==> src/rtl/if_id_queue_pkg.sv <==
// Shared constants and types for the IF/ID fetch queue.
// Holds reset polarity, the NOP word and the {pc,inst} queue entry layout.
package if_id_queue_pkg;

    localparam int          ADDR_W_DEF   = 32;
    localparam int          INST_W_DEF   = 32;
    localparam logic [31:0] ZeroWord     = 32'h0000_0000;
    localparam logic [31:0] NOP_INST_DEF = ZeroWord;
    localparam logic        RstEnable    = 1'b1;

    typedef struct packed {
        logic [ADDR_W_DEF-1:0] pc;
        logic [INST_W_DEF-1:0] inst;
    } fetch_entry_t;

    // Occupancy needs one extra bit so that "full" (== DEPTH) is representable.
    function automatic int cnt_width(input int depth);
        return $clog2(depth) + 1;
    endfunction

endpackage

==> src/rtl/if_id_queue_fetch_fifo.sv <==
// DEPTH x WIDTH fetch storage with wrap-around pointers and an occupancy count.
// i_clr empties the queue in one edge without touching the storage array.
module fetch_fifo
    import if_id_queue_pkg::*;
#(
    parameter int DEPTH = 4,
    parameter int WIDTH = 64
) (
    input  logic                        clk,
    input  logic                        i_srst,
    input  logic                        i_clr,
    input  logic                        i_push,
    input  logic                        i_pop,
    input  logic [WIDTH-1:0]            i_wdata,
    output logic [WIDTH-1:0]            o_rdata,
    output logic [cnt_width(DEPTH)-1:0] o_count
);

    localparam int PTR_W = $clog2(DEPTH);
    localparam int CNT_W = cnt_width(DEPTH);

    logic [WIDTH-1:0] r_mem [DEPTH];
    logic [PTR_W-1:0] r_wr_ptr;
    logic [PTR_W-1:0] r_rd_ptr;
    logic [CNT_W-1:0] r_count;

    // Pointers are exactly log2(DEPTH) bits, so the increment wraps by itself.
    always_ff @(posedge clk) begin
        if (i_srst || i_clr) begin
            r_wr_ptr <= '0;
            r_rd_ptr <= '0;
            r_count  <= '0;
        end else begin
            if (i_push) begin
                r_wr_ptr <= r_wr_ptr + PTR_W'(1);
            end
            if (i_pop) begin
                r_rd_ptr <= r_rd_ptr + PTR_W'(1);
            end
            case ({i_push, i_pop})
                2'b10:   r_count <= r_count + CNT_W'(1);
                2'b01:   r_count <= r_count - CNT_W'(1);
                default: r_count <= r_count;
            endcase
        end
    end

    always_ff @(posedge clk) begin
        if (i_push) begin
            r_mem[r_wr_ptr] <= i_wdata;
        end
    end

    // Head is read combinationally; the ID output register is the registered stage.
    assign o_rdata = r_mem[r_rd_ptr];
    assign o_count = r_count;

endmodule

==> src/rtl/if_id_queue.sv <==
// IF/ID boundary: fetch queue plus ID output register with bypass, branch flush
// and a one-shot kill of a fetch that was still in flight when the flush hit.
module if_id_queue
    import if_id_queue_pkg::*;
#(
    parameter int                ADDR_W   = ADDR_W_DEF,
    parameter int                INST_W   = INST_W_DEF,
    parameter int                DEPTH    = 4,
    parameter logic [INST_W-1:0] NOP_INST = INST_W'(NOP_INST_DEF)
) (
    input  logic                        clk,
    input  logic                        rst,
    input  logic                        if_valid_i,
    input  logic [ADDR_W-1:0]           if_pc_i,
    input  logic [INST_W-1:0]           if_inst_i,
    input  logic                        if_busy_i,
    output logic                        if_ready_o,
    input  logic                        ex_b_flag_i,
    input  logic                        id_stall_i,
    output logic [ADDR_W-1:0]           id_pc,
    output logic [INST_W-1:0]           id_inst,
    output logic                        id_valid_o,
    output logic [cnt_width(DEPTH)-1:0] count_o
);

    localparam int               CNT_W    = cnt_width(DEPTH);
    localparam logic [CNT_W-1:0] FULL_CNT = CNT_W'(DEPTH);

    logic                     r_kill_pending;
    logic [ADDR_W-1:0]        r_id_pc;
    logic [INST_W-1:0]        r_id_inst;
    logic                     r_id_valid;

    logic                     w_srst;
    logic [CNT_W-1:0]         w_count;
    logic                     w_empty;
    logic                     w_ready;
    logic                     w_push;
    logic                     w_bypass;
    logic                     w_fifo_push;
    logic                     w_pop;
    logic [ADDR_W+INST_W-1:0] w_head;

    assign w_srst  = (rst == RstEnable);
    assign w_empty = (w_count == '0);
    // Ready depends on occupancy alone, so a full queue refuses even on a pop cycle.
    assign w_ready = (w_count != FULL_CNT);

    assign w_push      = if_valid_i & w_ready & ~r_kill_pending & ~ex_b_flag_i;
    assign w_bypass    = w_push & w_empty & ~id_stall_i;
    assign w_fifo_push = w_push & ~w_bypass;
    assign w_pop       = ~ex_b_flag_i & ~id_stall_i & ~w_empty;

    fetch_fifo #(
        .DEPTH (DEPTH),
        .WIDTH (ADDR_W + INST_W)
    ) u_fetch_fifo (
        .clk     (clk),
        .i_srst  (w_srst),
        .i_clr   (ex_b_flag_i),
        .i_push  (w_fifo_push),
        .i_pop   (w_pop),
        .i_wdata ({if_pc_i, if_inst_i}),
        .o_rdata (w_head),
        .o_count (w_count)
    );

    always_ff @(posedge clk) begin
        if (w_srst) begin
            r_id_pc        <= ADDR_W'(ZeroWord);
            r_id_inst      <= NOP_INST;
            r_id_valid     <= 1'b0;
            r_kill_pending <= 1'b0;
        end else if (ex_b_flag_i) begin
            r_id_pc        <= ADDR_W'(ZeroWord);
            r_id_inst      <= NOP_INST;
            r_id_valid     <= 1'b0;
            r_kill_pending <= if_busy_i;
        end else begin
            // The in-flight wrong-path word is swallowed here; push is already masked.
            if (r_kill_pending && if_valid_i) begin
                r_kill_pending <= 1'b0;
            end
            if (!id_stall_i) begin
                if (!w_empty) begin
                    {r_id_pc, r_id_inst} <= w_head;
                    r_id_valid           <= 1'b1;
                end else if (w_push) begin
                    r_id_pc    <= if_pc_i;
                    r_id_inst  <= if_inst_i;
                    r_id_valid <= 1'b1;
                end else begin
                    r_id_pc    <= ADDR_W'(ZeroWord);
                    r_id_inst  <= NOP_INST;
                    r_id_valid <= 1'b0;
                end
            end
        end
    end

    assign if_ready_o = w_ready;
    assign id_pc      = r_id_pc;
    assign id_inst    = r_id_inst;
    assign id_valid_o = r_id_valid;
    assign count_o    = w_count;

endmodule

==> config.mk <==
export PLATFORM = sky130hd
export DESIGN_NAME = if_id_queue
export DESIGN_NICKNAME = d
export VERILOG_FILES = /design/src/rtl/if_id_queue_pkg.sv /design/src/rtl/if_id_queue_fetch_fifo.sv /design/src/rtl/if_id_queue.sv
export SDC_FILE = /design/constraint.sdc
export NUM_CORES = 1
export LEC_CHECK = 0
export CAP_MARGIN = 20
export CORE_MARGIN = 5
export CORE_UTILIZATION = 58
export CTS_CLUSTER_SIZE = 14
export DETAILED_ROUTE_END_ITERATION = 8
export GPL_TIMING_DRIVEN = 0
export PLACE_DENSITY = 0.84
export SETUP_SLACK_MARGIN = 0.15
export SYNTH_ARGS = -nofsm -noshare
export SYNTH_HDL_FRONTEND = slang
export SYNTH_SLANG_ARGS = --single-unit
==> constraint.sdc <==
create_clock -name clk -period 6.4 [get_ports clk]
set_clock_uncertainty 0.1 [all_clocks]
set_input_delay 0.96 -clock clk [delete_from_list [all_inputs] [get_ports clk]]
set_output_delay 0.96 -clock clk [all_outputs]
set_load 0.02 [all_outputs]
# Word-level counts from Yosys, hierarchy flattened
# Memories as Yosys holds them, arrays and structs flattened. A register that Yosys moved wholly into a read port is not among the register bits.
# Cells that the tools add are included.
# W data, S select, Z words.
totals:
  register_bits: 73
  mem_bits_rw: 256
  in_bits: 70
  out_inout_bits: 69
  mem_count: 1
memory_table:
  columns: ["memory", "words", "width", "rd", "rd_ports_with_merged_regs", "write_ports", "line", "text"]
  rows:
  - ["u_fetch_fifo.r_mem", 4, 64, 1, 1, 1, "if_id_queue_fetch_fifo.sv:22", "logic [WIDTH-1:0] r_mem [DEPTH];"]
classes:
  addsub: 4
  eq_ne: 3
  n_mux: 13
  bitwise: 13
  reduce_logical: 6
op_table:
  columns: ["cell", "count"]
  rows:
  - ["$mux W32", 4]
  - ["$and A1 B1 Y1", 8]
  - ["$mux W1", 6]
  - ["$pmux W3 S2", 1]
  - ["$not A1 Y1", 5]
  - ["$add A2 B1 Y2 const B", 2]
  - ["$mux W2", 2]
  - ["$reduce_bool A2 Y1", 2]
  - ["$add A3 B1 Y3 const B", 1]
  - ["$logic_not A3 Y1", 1]
  - ["$ne A3 B3 Y1 const B", 1]
  - ["$sub A3 B1 Y3 const B", 1]
  - ["$eq A2 B1 Y1 const B", 1]
  - ["$eq A2 B2 Y1 const B", 1]
  - ["$reduce_or A2 Y1", 1]
  - ["$logic_and A1 B1 Y1", 1]
  - ["$logic_or A1 B1 Y1", 1]

# Longest topological paths before layout
# Gate-level depths: netlist (run 1).
depth:
  word_depth: 10
  ltp_mapped: 10
  mapped_depth_nobuf: 9

# Modules after synthesis
# A second synthesis (run 1) with hierarchy kept.
unflattened:
  hier_cells: 748
  area_unflattened_um2: 12933.7
modules_own_cells:
  columns: ["mod", "instances", "cells_per_inst", "area_per_inst_um2", "seq_area_each_um2"]
  rows:
  - ["fetch_fifo", 1, 376, 9729.3, 7867.5]
  - ["if_id_queue", 1, 372, 3204.3, 1321.3]

# Worst setup path after synthesis (run 1)
# OpenSTA, ideal clock, no wires.
synth_timing:
  path_kind: "input-to-reg"
  from: "input port ex_b_flag_i"
  to: "memory u_fetch_fifo.r_mem[0][0], enable pin"
  setup_ps: 429
  t_arrival_ps: 3132
  path_slack_ps: 2739
  stages: 3
  path_buffers: 0
  cell_sequence: "or3b_1 -> a21oi_2 -> and2_1"
synth_between:
  elab_chain_cells: 8
synth_lines:
  columns: ["element", "line", "text"]
  rows:
  - ["from (decl)", "if_id_queue.sv:18", "input logic ex_b_flag_i,"]
  - ["$not A1 Y1 *", "if_id_queue.sv:49", "assign w_push = if_valid_i & w_ready & ~r_kill_pending & ~ex_b_flag_i;"]
  - ["$and A1 B1 Y1 *", "if_id_queue.sv:49", null]
  - ["$and A1 B1 Y1 (2 in series)", "if_id_queue.sv:50", "assign w_bypass = w_push & w_empty & ~id_stall_i;"]
  - ["$not A1 Y1", "if_id_queue.sv:51", "assign w_fifo_push = w_push & ~w_bypass;"]
  - ["$and A1 B1 Y1 *", "if_id_queue.sv:51", null]
  - ["$mux W1 *", "if_id_queue_fetch_fifo.sv:49", "if (i_push) begin"]
  - ["$mux W1 (not written as such) *", "if_id_queue_fetch_fifo.sv:50", "r_mem[r_wr_ptr] <= i_wdata;"]
  - ["to (decl)", "if_id_queue_fetch_fifo.sv:22", null]
# Mark *: on every way between the ends. The rest lies on a longest branch, timed or not.

# Final worst setup path (run 1)
layout_timing:
  from: "input port ex_b_flag_i"
  to: "register u_fetch_fifo.r_count[2], in the netlist u_fetch_fifo.o_count[2]"
layout_between:
  elab_chain_cells: 8
  elab_cells_between_ends: 13
  classes_between: "2 x eq/ne; 1 x mux; 8 x bitwise; 2 x reduce/logical"
layout_lines:
  columns: ["element", "line", "text"]
  rows:
  - ["$not A1 Y1", "if_id_queue.sv:49, if_id_queue.sv:52", null]
  - ["$and A1 B1 Y1", "if_id_queue.sv:49", null]
  - ["$and A1 B1 Y1 (2 in series)", "if_id_queue.sv:50", null]
  - ["$not A1 Y1", "if_id_queue.sv:51", null]
  - ["$and A1 B1 Y1", "if_id_queue.sv:51", null]
  - ["$eq A2 B1 Y1 / $eq A2 B2 Y1 (equally long branches)", "if_id_queue_fetch_fifo.sv:40", "case ({i_push, i_pop})"]
  - ["$pmux W3 S2 / $reduce_bool A2 Y1 (equally long branches)", null, null]
  - ["to (signal assigned)", "if_id_queue_fetch_fifo.sv:41", "2'b10: r_count <= r_count + CNT_W'(1);"]
  - ["to (signal assigned)", "if_id_queue_fetch_fifo.sv:42", "2'b01: r_count <= r_count - CNT_W'(1);"]
  - ["to (signal assigned)", "if_id_queue_fetch_fifo.sv:43", "default: r_count <= r_count;"]
  - ["to (decl)", "if_id_queue_fetch_fifo.sv:25", "logic [CNT_W-1:0] r_count;"]
# Parallel ways exist; a longest one is shown, timed or not.
# A chain may end at the register's enable or synchronous reset.

==> results.txt, run 1 <==
----------------------------------------------------
[Run status]
  Result of the run ... completed

[Cells and area]
  Layout Cells excl Fill ... 1087
  Area growth from synthesis to layout ... 23.1%
  Flip-flop and latch area ... 0.00919 mm²
  Fraction of final layout cells with drive strength greater than 1 ... 18.5%
  Most common library cell in the layout ignoring fill and taps ... sky130_fd_sc_hd__edfxtp_1
  Multi-input combinational cell area ... 0.00244 mm²
  Layout Nets ... 863
  Most frequent cells in the layout ... sky130_fd_sc_hd__edfxtp_1 (256), sky130_fd_sc_hd__clkdlybuf4s50_1 (137), sky130_fd_sc_hd__dfxtp_1 (75), sky130_fd_sc_hd__inv_1 (70)
  Fill cell total of the finished layout ... 1275
  Final core occ ... 71.8%

[Floorplanning]
  Chip width ... 155 µm
  Number of I/O pins ... 139
  Die outline area ... 0.0239 mm²
  Std-Cell Rows ... 53
  Height of the chip ... 155 µm
  Starting density of the core ... 58.3%
  Core area ... 0.0208 mm²

[Place]
  Number of buffers inserted by port buffering ... 137
  Number of placed instances, taps included ... 1029
  Placed wire-length estimate after detailed placement ... 15200 µm
  Weighted congestion at the end of routability-driven global placement ... 0.771

[CTS]
  Number of H-tree branching levels ... 1
  Number of buffers added by the clock tree synthesis step ... 31
  Max Root-Sink Buffers ... 3
  CTS tree ... yes
  Insertion delay of the later-clocked pin in the worst-skew pair ... 0.54 ns
  Number of buffers added for setup after CTS ... 0
  Clock tree root driver cell ... sky130_fd_sc_hd__clkbuf_16
  Reg clk slew, reported paths ... 0.06 ns
  Clk sinks ... 331
  Cts repair resizes ... 0
  # hold bufs at CTS ... 0

[Global route]
  Number of global-route vias before repair ... 6905
  Number of antenna violations at the first check in global routing ... 1
  Global router's overall resource usage ... 20.7%
  Pin count of the biggest net entering global routing ... 50
  Global-route wire length before repair ... 38800 µm
  Total gr overflow ... 0

[STA]
  RSZ-0062 raised after global routing ... false
  Setup TNS ... 0 ns
  Final critical-path share of the clock period ... 46.3%
  Minimum clock period ... 2.96 ns
  Hold Violations, Final ... 0
  Tightest Pin Transition ... 0.901 ns
  Count of endpoints failing setup in the final report ... 0
  Top achievable clock speed ... 337 MHz
  Hold slack ... 0.370 ns
  Max transition margin ... 39.6%
  Slew Limit Fails ... 0

[Critical path]
  Reg2reg setup slack ... 4.03 ns
  Worst reg2reg startpoint ... u_fetch_fifo.o_count[0]
  Crit path DAT ... 3.32 ns
  Startpoint of the most critical setup path ... ex_b_flag_i
  Top fanout value on the critical path ... 7
  Type of destination of the critical path ... flip-flop
  Nature of the critical path startpoint ... primary input
  Endpoint of the worst setup timing path ... u_fetch_fifo.o_count[2]
  Number of cells on the worst reg-to-reg path ... 9
  WS Path Type ... in2reg
  Reg2Reg Capture Point ... u_fetch_fifo.o_count[2]
  Data required time at the worst endpoint ... 6.76 ns

[Route]
  Number of DRC markers in iteration 0 ... 649
  Remaining antenna violation count after routing ... 0
  Vias/cell ... 5.98
  Number of vias in the routed layout ... 6500
  Routed length per instance ... 22.7 µm
  TritonRoute pass-1 iters ... 7
  Number of DRC violations after detailed routing ... 0
  Total wirelength of the detailed-routed design ... 24700 µm

[Synth]
  Post-Syn Nets ... 689
  Synthesized area divided by synthesized cell count ... 19.8 µm²
  Synthesis warning total ... 0
  Yosys reg bits ... 331
  Netlist cell types ... 36
  Netlist area before placement ... 0.0121 mm²
  Area share of the largest cell type after synthesis ... 63.3%
  Top cell type by total area after synthesis ... sky130_fd_sc_hd__edfxtp_1
  Main area contributors after synthesis ... sky130_fd_sc_hd__edfxtp_1 (63%), sky130_fd_sc_hd__dfxtp_1 (12%), sky130_fd_sc_hd__mux4_2 (12%)
  Number of instances in the synthesized netlist ... 613
  Sequential share of the synthesized area ... 75.6%

[Min path]
  Classification of the worst-slack hold path ... reg2reg

[Pwr]
  Leakage power total ... 5.26 nW
  Pwr/cell area ... 284 mW/mm²
  Worst IR Drop VDD ... 0.229 mV

[Job]
  Max-capacitance violation count ... 0

----------------------------------------------------
==> per-layer routing <==
metal	vias up	global-route usage, %	routed length, µm
li1	2853	-	-
met1	3331	27.5	9400
met2	269	35.8	12800
met3	47	3.41	1810
met4	0	6.01	654
met5	-	0	0
==> power by group <==
group	leakage, nW	switching (mW)	internal (mW)	total, mW
logic	1.87	0.0838	0.0849	0.169
clock network	0.480	0.733	0.990	1.72
registers	2.92	0.0102	2.34	2.35
total	5.26	0.827	3.41	4.24
==> critical path, cell delays in order <==
cell and delay [ns]:
sky130_fd_sc_hd__clkdlybuf4s50_1 0.48, sky130_fd_sc_hd__or3b_1 0.43, sky130_fd_sc_hd__a21oi_2 0.32, sky130_fd_sc_hd__inv_1 0.08, sky130_fd_sc_hd__ha_1 0.22, sky130_fd_sc_hd__inv_1 0.07
sky130_fd_sc_hd__fa_1 0.17, sky130_fd_sc_hd__xor2_1 0.07, sky130_fd_sc_hd__or3_1 0.31, sky130_fd_sc_hd__a21oi_1 0.19
==> cells by family (layout without fill, tap and decap cells) <==
logic type | count (synthesis) | in the layout | share of synthesized area [%]
flops | 331 | 331 | 75.6
buf+inv | 106 | 304 | 4.37
compound gates | 73 | 73 | 5.69
mux | 65 | 65 | 12.0
simple gates | 28 | 28 | 1.36
fa+ha+maj | 6 | 6 | 0.680
xor+xnor | 4 | 4 | 0.288
other cells | 0 | 1 | 0
==> state kept, by name (all words and copies together), names as in the netlist, named ones only <==
register and cells:
u_fetch_fifo.r_mem 256, id_inst 32, id_pc 32, u_fetch_fifo.o_count 3, u_fetch_fifo.r_rd_ptr 2, u_fetch_fifo.r_wr_ptr 2
id_valid_o 1, r_kill_pending 1
==> cell usage after synthesis (all sizes together) <==
master  number
edfxtp     256
dfxtp       75
inv         71
mux4        64
a222oi      63
buf         24
clkbuf      11
nor2         9
a21oi        6
ha           5
and2         4
nand2        3
nor3         3
nor3b        2
o21ai        2
or3          2
xnor2        2
xor2         2
a221oi       1
a22oi        1
and4bb       1
fa           1
mux2i        1
nand2b       1
nor4         1
or2          1
or3b         1
==> how the worst min path moves through the flow <==
stage	cells past startpoint	from	endpoint
CTS	2	id_inst[0]	id_inst[0]
floorplan	2	u_fetch_fifo.r_rd_ptr[0]	flip-flop
global route	2	id_inst[3]	id_inst[3]
global placement	2	id_pc[5]	id_pc[5]
finish	2	id_pc[13]	id_pc[13]
detailed placement	2	id_pc[13]	id_pc[13]
==> per-stage QoR <==
| stage | area, µm² | power [mW] | setup WS [ns] |
|---|---|---|---|
| CTS | 14900 | 4.27 | 3.46 |
| detailed placement | 14000 | 2.56 | 2.91 |
| global route | 14900 | 4.38 | 3.37 |
| finish | 14900 | 4.24 | 3.44 |
| floorplan | 12100 | 2.46 | 2.74 |
| global placement | 13900 | 2.55 | 0.987 |
==> layout make-up <==
cell class	count	area share [%]
timing repair buffer	141	9.91
clock buffer	40	5.55
buffer	35	1.77
antenna	1	0.0167
clock inverter	17	0.887
inverter	71	1.78
sequential	331	61.5
multi-input combinational	176	16.3
tap	275	2.30
Power figures use the tool's default switching activity.
==> run 2, diff against run 1 <==
- CORE_UTILIZATION: 58 -> 50
- PLACE_DENSITY: 0.84 -> 0.77
- clock period: 6.4 -> 2.6 ns (I/O delays scaled with it)
==> results.txt, run 2 (synthesized netlist as in run 1, its figures left out) <==
----------------------------------------------------
[STA]
  Count of endpoints failing setup in the final report ... 0 (unchanged)
  Top achievable clock speed ... 437 MHz
  Hold Violations, Final ... 0 (unchanged)
  Tightest Pin Transition ... 1.03 ns (+0.125 ns)
  RSZ-0062 raised after global routing ... false
  Max transition margin ... 31.2% (-8.4 points)
  Final critical-path share of the clock period ... 88.1%
  Post-route setup slack ... 0.310 ns (-3.13 ns)
  Slew Limit Fails ... 0 (unchanged)
  Minimum clock period ... 2.29 ns

[Place]
  Number of placed instances, taps included ... 1078 (+4.8%)
  Weighted congestion at the end of routability-driven global placement ... 0.781 (+1.3%)
  Number of buffers inserted by port buffering ... 137 (unchanged)
  Placed wire-length estimate after detailed placement ... 15600 µm (+2.3%)
  Placed cell areas ... 0.0140 mm² (+0.38%)
  Worst slack at placement ... -0.352 ns (-3.26 ns)

[Floorplanning]
  Number of I/O pins ... 139 (unchanged)
  Core area ... 0.0241 mm² (+16%)
  Starting density of the core ... 50.4% (-7.9 points)
  Die outline area ... 0.0275 mm² (+15%)
  Chip width ... 166 µm (+7.2%)
  Std-Cell Rows ... 57 (+7.5%)
  Height of the chip ... 166 µm (+7.2%)

[Global route]
  Number of antenna violations at the first check in global routing ... 1 (unchanged)
  Total gr overflow ... 0 (unchanged)
  Number of global-route vias before repair ... 7118 (+3.1%)
  Global-route wire length before repair ... 40200 µm (+3.6%)
  Pin count of the biggest net entering global routing ... 42 (-16%)
  Global router's overall resource usage ... 18.4% (-2.3 points)

[Pwr]
  Int Pwr ... 8.68 mW (+150%)
  Leakage power total ... 5.33 nW (+1.2%)
  Switching Fraction ... 19.7% (+0.20 points)
  Combinational share of power ... 3.9% (about the same)
  Worst IR Drop VDD ... 0.522 mV (+130%)
  Pwr/cell area ... 714 mW/mm² (+150%)
  Total Power ... 10.8 mW (+150%)
  Sequential share of power ... 53.5% (-1.9 points)
  Clock share of power ... 42.6% (+2.0 points)
  Psw ... 2.13 mW (+160%)

[CTS]
  Reg clk slew, reported paths ... 0.06 ns (about the same)
  Max Root-Sink Buffers ... 3 (unchanged)
  Number of buffers added by the clock tree synthesis step ... 34 (+9.7%)
  CTS tree ... yes
  Clock tree root driver cell ... sky130_fd_sc_hd__clkbuf_16
  Number of H-tree branching levels ... 2 (+1)
  Insertion delay of the later-clocked pin in the worst-skew pair ... 0.50 ns (-0.04 ns)
  Clk sinks ... 331 (unchanged)
  # hold bufs at CTS ... 0 (unchanged)

[Critical path]
  Highest-delay cell along the critical path ... sky130_fd_sc_hd__clkdlybuf4s50_1
  Nature of the critical path startpoint ... primary input
  Data required time at the worst endpoint ... 2.67 ns (-4.09 ns)
  Ordered cell list for the critical path ... clkdlybuf4s50_1, or3b_1, a21oi_4, and2_4, buf_16
  Crit path DAT ... 2.36 ns (-0.96 ns)
  Type of destination of the critical path ... flip-flop
  Slowest Stage Delay on Critical Path ... 0.50 ns (+0.02 ns)
  Family of cells with the greatest summed delay on the critical path ... simple AND/OR/NAND/NOR gates
  WS Path Type ... in2reg
  Critical path depth ... 5 (-5)
  Top fanout value on the critical path ... 39 (+32)
  Worst Path Buf+Inv ... 2 (-1)
  Number of cells on the worst reg-to-reg path ... 5 (-4)

[Cells and area]
  Most frequent cells in the layout ... sky130_fd_sc_hd__edfxtp_1 (256), sky130_fd_sc_hd__clkdlybuf4s50_1 (137), sky130_fd_sc_hd__dfxtp_1 (75), sky130_fd_sc_hd__inv_1 (70)
  Max reg flops ... 256 (unchanged)
  Fraction of final layout cells with drive strength greater than 1 ... 19.2% (+0.67 points)
  Area growth from synthesis to layout ... 24.6%
  Register bank with the most flops ... u_fetch_fifo.r_mem
  Layout Cells excl Fill ... 1144 (+5.2%)
  Layout Nets ... 869 (+0.70%)
  Most common library cell in the layout ignoring fill and taps ... sky130_fd_sc_hd__edfxtp_1
  Post-layout instance area ... 0.0151 mm² (+1.3%)

[Route]
  Number of vias in the routed layout ... 6629 (+2.0%)
  Vias/cell ... 5.79 (-3.1%)
  Number of DRC violations after detailed routing ... 0 (unchanged)
  Total wirelength of the detailed-routed design ... 25900 µm (+4.7%)
  TritonRoute pass-1 iters ... 5 (-2)
  Number of DRC markers in iteration 0 ... 742 (+14%)
  Routed length per instance ... 22.6 µm (-0.55%)
  Remaining antenna violation count after routing ... 0 (unchanged)

[Job]
  Max-capacitance violation count ... 0 (unchanged)

[Min path]
  Number of instances on the worst hold path ... 2 (unchanged)
  Classification of the worst-slack hold path ... in2reg

[Run status]
  Result of the run ... completed

----------------------------------------------------
==> run 2: changes by cell type in the layout (fill, tap and decap cells not counted), sizes merged <==
| cell | before | now |
|---|---|---|
| and2 | 4 | 5 |
| clkinv | 15 | 10 |
| bufinv | 2 | 0 |
| clkbuf | 51 | 63 |
| buf | 28 | 30 |
==> run 2: routing by layer <==
| layer | vias to the layer above | routed length (µm) | track usage, % |
|---|---|---|---|
| met3 | 44 | 1600 | 3.31 |
| li1 | 2881 | - | - |
| met1 | 3449 | 10300 | 24.3 |
| met2 | 255 | 13400 | 31.7 |
| met5 | - | 0 | 0 |
| met4 | 0 | 512 | 5.27 |
==> run 2: path summary, 6_finish.rpt <==
kind / from / endpoint / slack (ns)
worst max-delay path: if_valid_i / u_fetch_fifo.r_mem[3][55] / 0.31
worst min-delay path: id_stall_i / id_valid_o / 0.1
worst max register to register: flip-flop / id_pc[29] / 0.34
worst min register to register: id_pc[14] / id_pc[14] / 0.37
==> run 2: power by group through the flow <==
stage	Combinational [mW]	Sequential, mW	Clock (mW)
6_report	0.423	5.78	4.61
5_1_grt	0.450	5.78	4.92
3_3_place_gp	0.392	5.89	0
3_5_place_dp	0.415	5.89	0
2_1_floorplan	0.129	5.92	0
4_1_cts	0.419	5.78	4.70
==> run 2: final cells by class <==
class,count,area (µm²)
timing repair buffer,143,1490
fill,1707,8970
multi-input combinational,177,2450
clock buffer,52,1020
sequential,331,9190
inverter,71,267
buffer,35,264
tap,324,405
clock inverter,10,47.5
antenna,1,2.50
==> run 2: per-stage QoR <==
| step | TNS [ns] | utilization (%) | hold slack [ns] |
|---|---|---|---|
| 6_report | 0 | 62.8 | 0.0974 |
| 5_1_grt | 0 | 62.8 | 0.0956 |
| 4_1_cts | 0 | 62.7 | 0.0760 |
| 3_5_place_dp | -56.68 | 58.2 | 0.355 |
| 3_3_place_gp | -251.98 | 57.8 | 0.347 |
| 2_1_floorplan | 0 | - | 0.362 |
==> run 2: what timing repair did <==
| item | 4_1_cts | 5_1_grt |
|---|---|---|
| setup endpoints to repair | 0 | 144 |
| resized for setup | 0 | 1 |
| buffers inserted | 0 | 2 |
==> run 3, diff against run 2 <==
- clock period: 2.6 -> 1.95 ns (I/O delays scaled with it)
==> results.txt, run 3 (synthesized netlist as in run 1, its figures left out) <==
----------------------------------------------------
[Run status]
  Result of the run ... finished, violations left
  Violations in the final reports ... setup timing

[Global route]
  Global router's overall resource usage ... 20.8% (+2.4 points)
  Number of antenna violations at the first check in global routing ... 0 (-1)
  Number of global-route vias before repair ... 7504 (+5.4%)
  Global-route wire length before repair ... 44700 µm (+11%)
  Total gr overflow ... 0 (unchanged)
  Pin count of the biggest net entering global routing ... 19 (-55%)

[Floorplanning]
  Starting density of the core ... 50.4% (unchanged)
  Core area ... 0.0241 mm² (unchanged)
  Number of I/O pins ... 139 (unchanged)
  Std-Cell Rows ... 57 (unchanged)
  Height of the chip ... 166 µm (unchanged)
  Chip width ... 166 µm (unchanged)
  Die outline area ... 0.0275 mm² (unchanged)

[Place]
  Weighted congestion at the end of routability-driven global placement ... 0.752 (-3.7%)
  Number of placed instances, taps included ... 1074 (-0.37%)
  Placed cell areas ... 0.0140 mm² (-0.47%)
  Placed wire-length estimate after detailed placement ... 15200 µm (-2.2%)
  Number of buffers inserted by port buffering ... 137 (unchanged)

[Critical path]
  Reg2Reg Capture Point ... u_fetch_fifo.o_count[2]
  Number of cells on the worst reg-to-reg path ... 10 (+5)
  Reg2reg setup slack ... -0.13 ns (-0.47 ns)
  WS Path Type ... reg2reg
  Top fanout value on the critical path ... 2 (-95%)
  Data required time at the worst endpoint ... 2.22 ns (-0.45 ns)
  Type of destination of the critical path ... flip-flop
  Highest-delay cell along the critical path ... sky130_fd_sc_hd__or3b_4
  Crit path DAT ... 2.36 ns (about the same)
  Dominant cell type by count on the critical path ... sky130_fd_sc_hd__inv_2
  Ordered cell list for the critical path ... or3b_4, a21oi_4, inv_2, ha_4, inv_2, fa_2, xor2_2, buf_4, o21ai_0, a21oi_2
  Nature of the critical path startpoint ... flip-flop
  Worst reg2reg startpoint ... r_kill_pending
  Startpoint of the most critical setup path ... r_kill_pending
  Slowest Stage Delay on Critical Path ... 0.39 ns (-0.11 ns)

[CTS]
  Reg clk slew, reported paths ... 0.06 ns (about the same)
  CTS tree ... yes
  Number of buffers added by the clock tree synthesis step ... 34 (unchanged)
  Number of H-tree branching levels ... 2 (unchanged)
  Clk sinks ... 331 (unchanged)
  Clock tree root driver cell ... sky130_fd_sc_hd__clkbuf_16
  Insertion delay of the later-clocked pin in the worst-skew pair ... 0.50 ns (about the same)
  Max Root-Sink Buffers ... 3 (unchanged)
  # hold bufs at CTS ... 0 (unchanged)

[Min path]
  Worst hold start ... id_stall_i
  Number of instances on the worst hold path ... 2 (unchanged)
  Classification of the worst-slack hold path ... in2reg
  Worst Hold Endpoint ... id_valid_o

[STA]
  Hold Violations, Final ... 0 (unchanged)
  Post-route setup slack ... -0.133 ns (-0.443 ns)
  Tightest Pin Transition ... 0.630 ns (-0.396 ns)
  Hold slack ... 0.0256 ns (-0.0718 ns)
  Max transition margin ... 57.8% (+27 points)
  Minimum clock period ... 2.08 ns
  Slew Limit Fails ... 0 (unchanged)
  Top achievable clock speed ... 480 MHz
  Setup TNS ... -1.33 ns (-1.33 ns)
  Final critical-path share of the clock period ... 107%
  Count of endpoints failing setup in the final report ... 107 (+107)
  RSZ-0062 raised after global routing ... true

[Cells and area]
  Final core occ ... 67.9% (+5.1 points)
  Fill cell total of the finished layout ... 1567 (-8.2%)
  Most common library cell in the layout ignoring fill and taps ... sky130_fd_sc_hd__edfxtp_1
  Post-layout instance area ... 0.0164 mm² (+8.0%)
  Layout Nets ... 940 (+8.2%)
  Flip-flop and latch area ... 0.00921 mm² (+0.18%)
  Max reg flops ... 256 (unchanged)
  Register bank with the most flops ... u_fetch_fifo.r_mem
  Multi-input combinational cell area ... 0.00265 mm² (+7.8%)
  N_diodes ... 0 (-1)
  Most frequent cells in the layout ... sky130_fd_sc_hd__edfxtp_1 (256), sky130_fd_sc_hd__dfxtp_1 (70), sky130_fd_sc_hd__dlygate4sd2_1 (69), sky130_fd_sc_hd__inv_1 (68), sky130_fd_sc_hd__clkdlybuf4s50_1 (66)
  Layout Cells excl Fill ... 1214 (+6.1%)
  Fraction of final layout cells with drive strength greater than 1 ... 28.2% (+9.0 points)
  Area growth from synthesis to layout ... 34.7%

[Pwr]
  Pwr/cell area ... 885 mW/mm² (+24%)
  Leakage power total ... 6.22 nW (+17%)
  Worst IR Drop VDD ... 0.754 mV (+44%)

[Route]
  Number of DRC markers in iteration 0 ... 899 (+21%)
  TritonRoute pass-1 iters ... 9 (+4)
  Vias/cell ... 5.86 (+1.0%)
  Routed length per instance ... 24.7 µm (+9.2%)
  Number of vias in the routed layout ... 7108 (+7.2%)
  Total wirelength of the detailed-routed design ... 30000 µm (+16%)
  Remaining antenna violation count after routing ... 0 (unchanged)
  Number of DRC violations after detailed routing ... 0 (unchanged)

[Job]
  Max-capacitance violation count ... 0 (unchanged)

----------------------------------------------------
==> run 3: cell type report <==
type | instances | share of cell area, %
sequential | 331 | 56.3
clock buffer | 52 | 6.25
buffer | 35 | 2.28
tap | 324 | 2.48
inverter | 71 | 1.63
clock inverter | 10 | 0.314
timing repair buffer | 200 | 14.6
multi-input combinational | 191 | 16.2
==> run 3: power breakdown <==
part	switching, mW	internal (mW)
Sequential	0.0349	7.67
Clock	2.50	3.62
Combinational	0.318	0.327
Total	2.85	11.6
==> run 3: worst max-delay path, delay by kind of cell (launching register included) <==
family,cells,cell delay [ns]
compound gates,3,0.46
simple gates,1,0.39
fa+ha+maj,2,0.37
flops,1,0.32
buf+inv,3,0.25
xor+xnor,1,0.08
==> run 3: worst max-delay path by stage <==
stage | endpoint | slack [ns]
3_5_place_dp | u_fetch_fifo.r_mem[3][5] | -0.97
5_1_grt | u_fetch_fifo.o_count[2] | -0.17
2_1_floorplan | u_fetch_fifo.o_count[2] | -0.05
6_report | u_fetch_fifo.o_count[2] | -0.13
3_3_place_gp | u_fetch_fifo.r_mem[0][8] | -0.94
4_1_cts | u_fetch_fifo.o_count[2] | -0.09
==> run 3: metal layers <==
| layer | up-vias | share of wire [%] | global-route usage, % |
|---|---|---|---|
| li1 | 3054 | - | - |
| met1 | 3691 | 39 | 26.5 |
| met2 | 308 | 52 | 36.6 |
| met3 | 55 | 6.9 | 4.00 |
| met4 | 0 | 2.4 | 5.85 |
| met5 | - | 0 | 0 |
==> run 3: metrics by stage <==
stage                     setup WS (ns)  total power, mW
after floorplan                 -0.0486             8.07
after global placement           -0.944             8.38
after detailed placement         -0.973             8.41
after CTS                       -0.0853             14.5
after global routing             -0.170             14.9
final                            -0.133             14.5
==> run 3: what timing repair did <==
action,in CTS,in global routing
endpoints found under the setup margin,388,323
buffers inserted,44,7
cloned,18,9
resized for setup,139,14
pin swaps,29,23
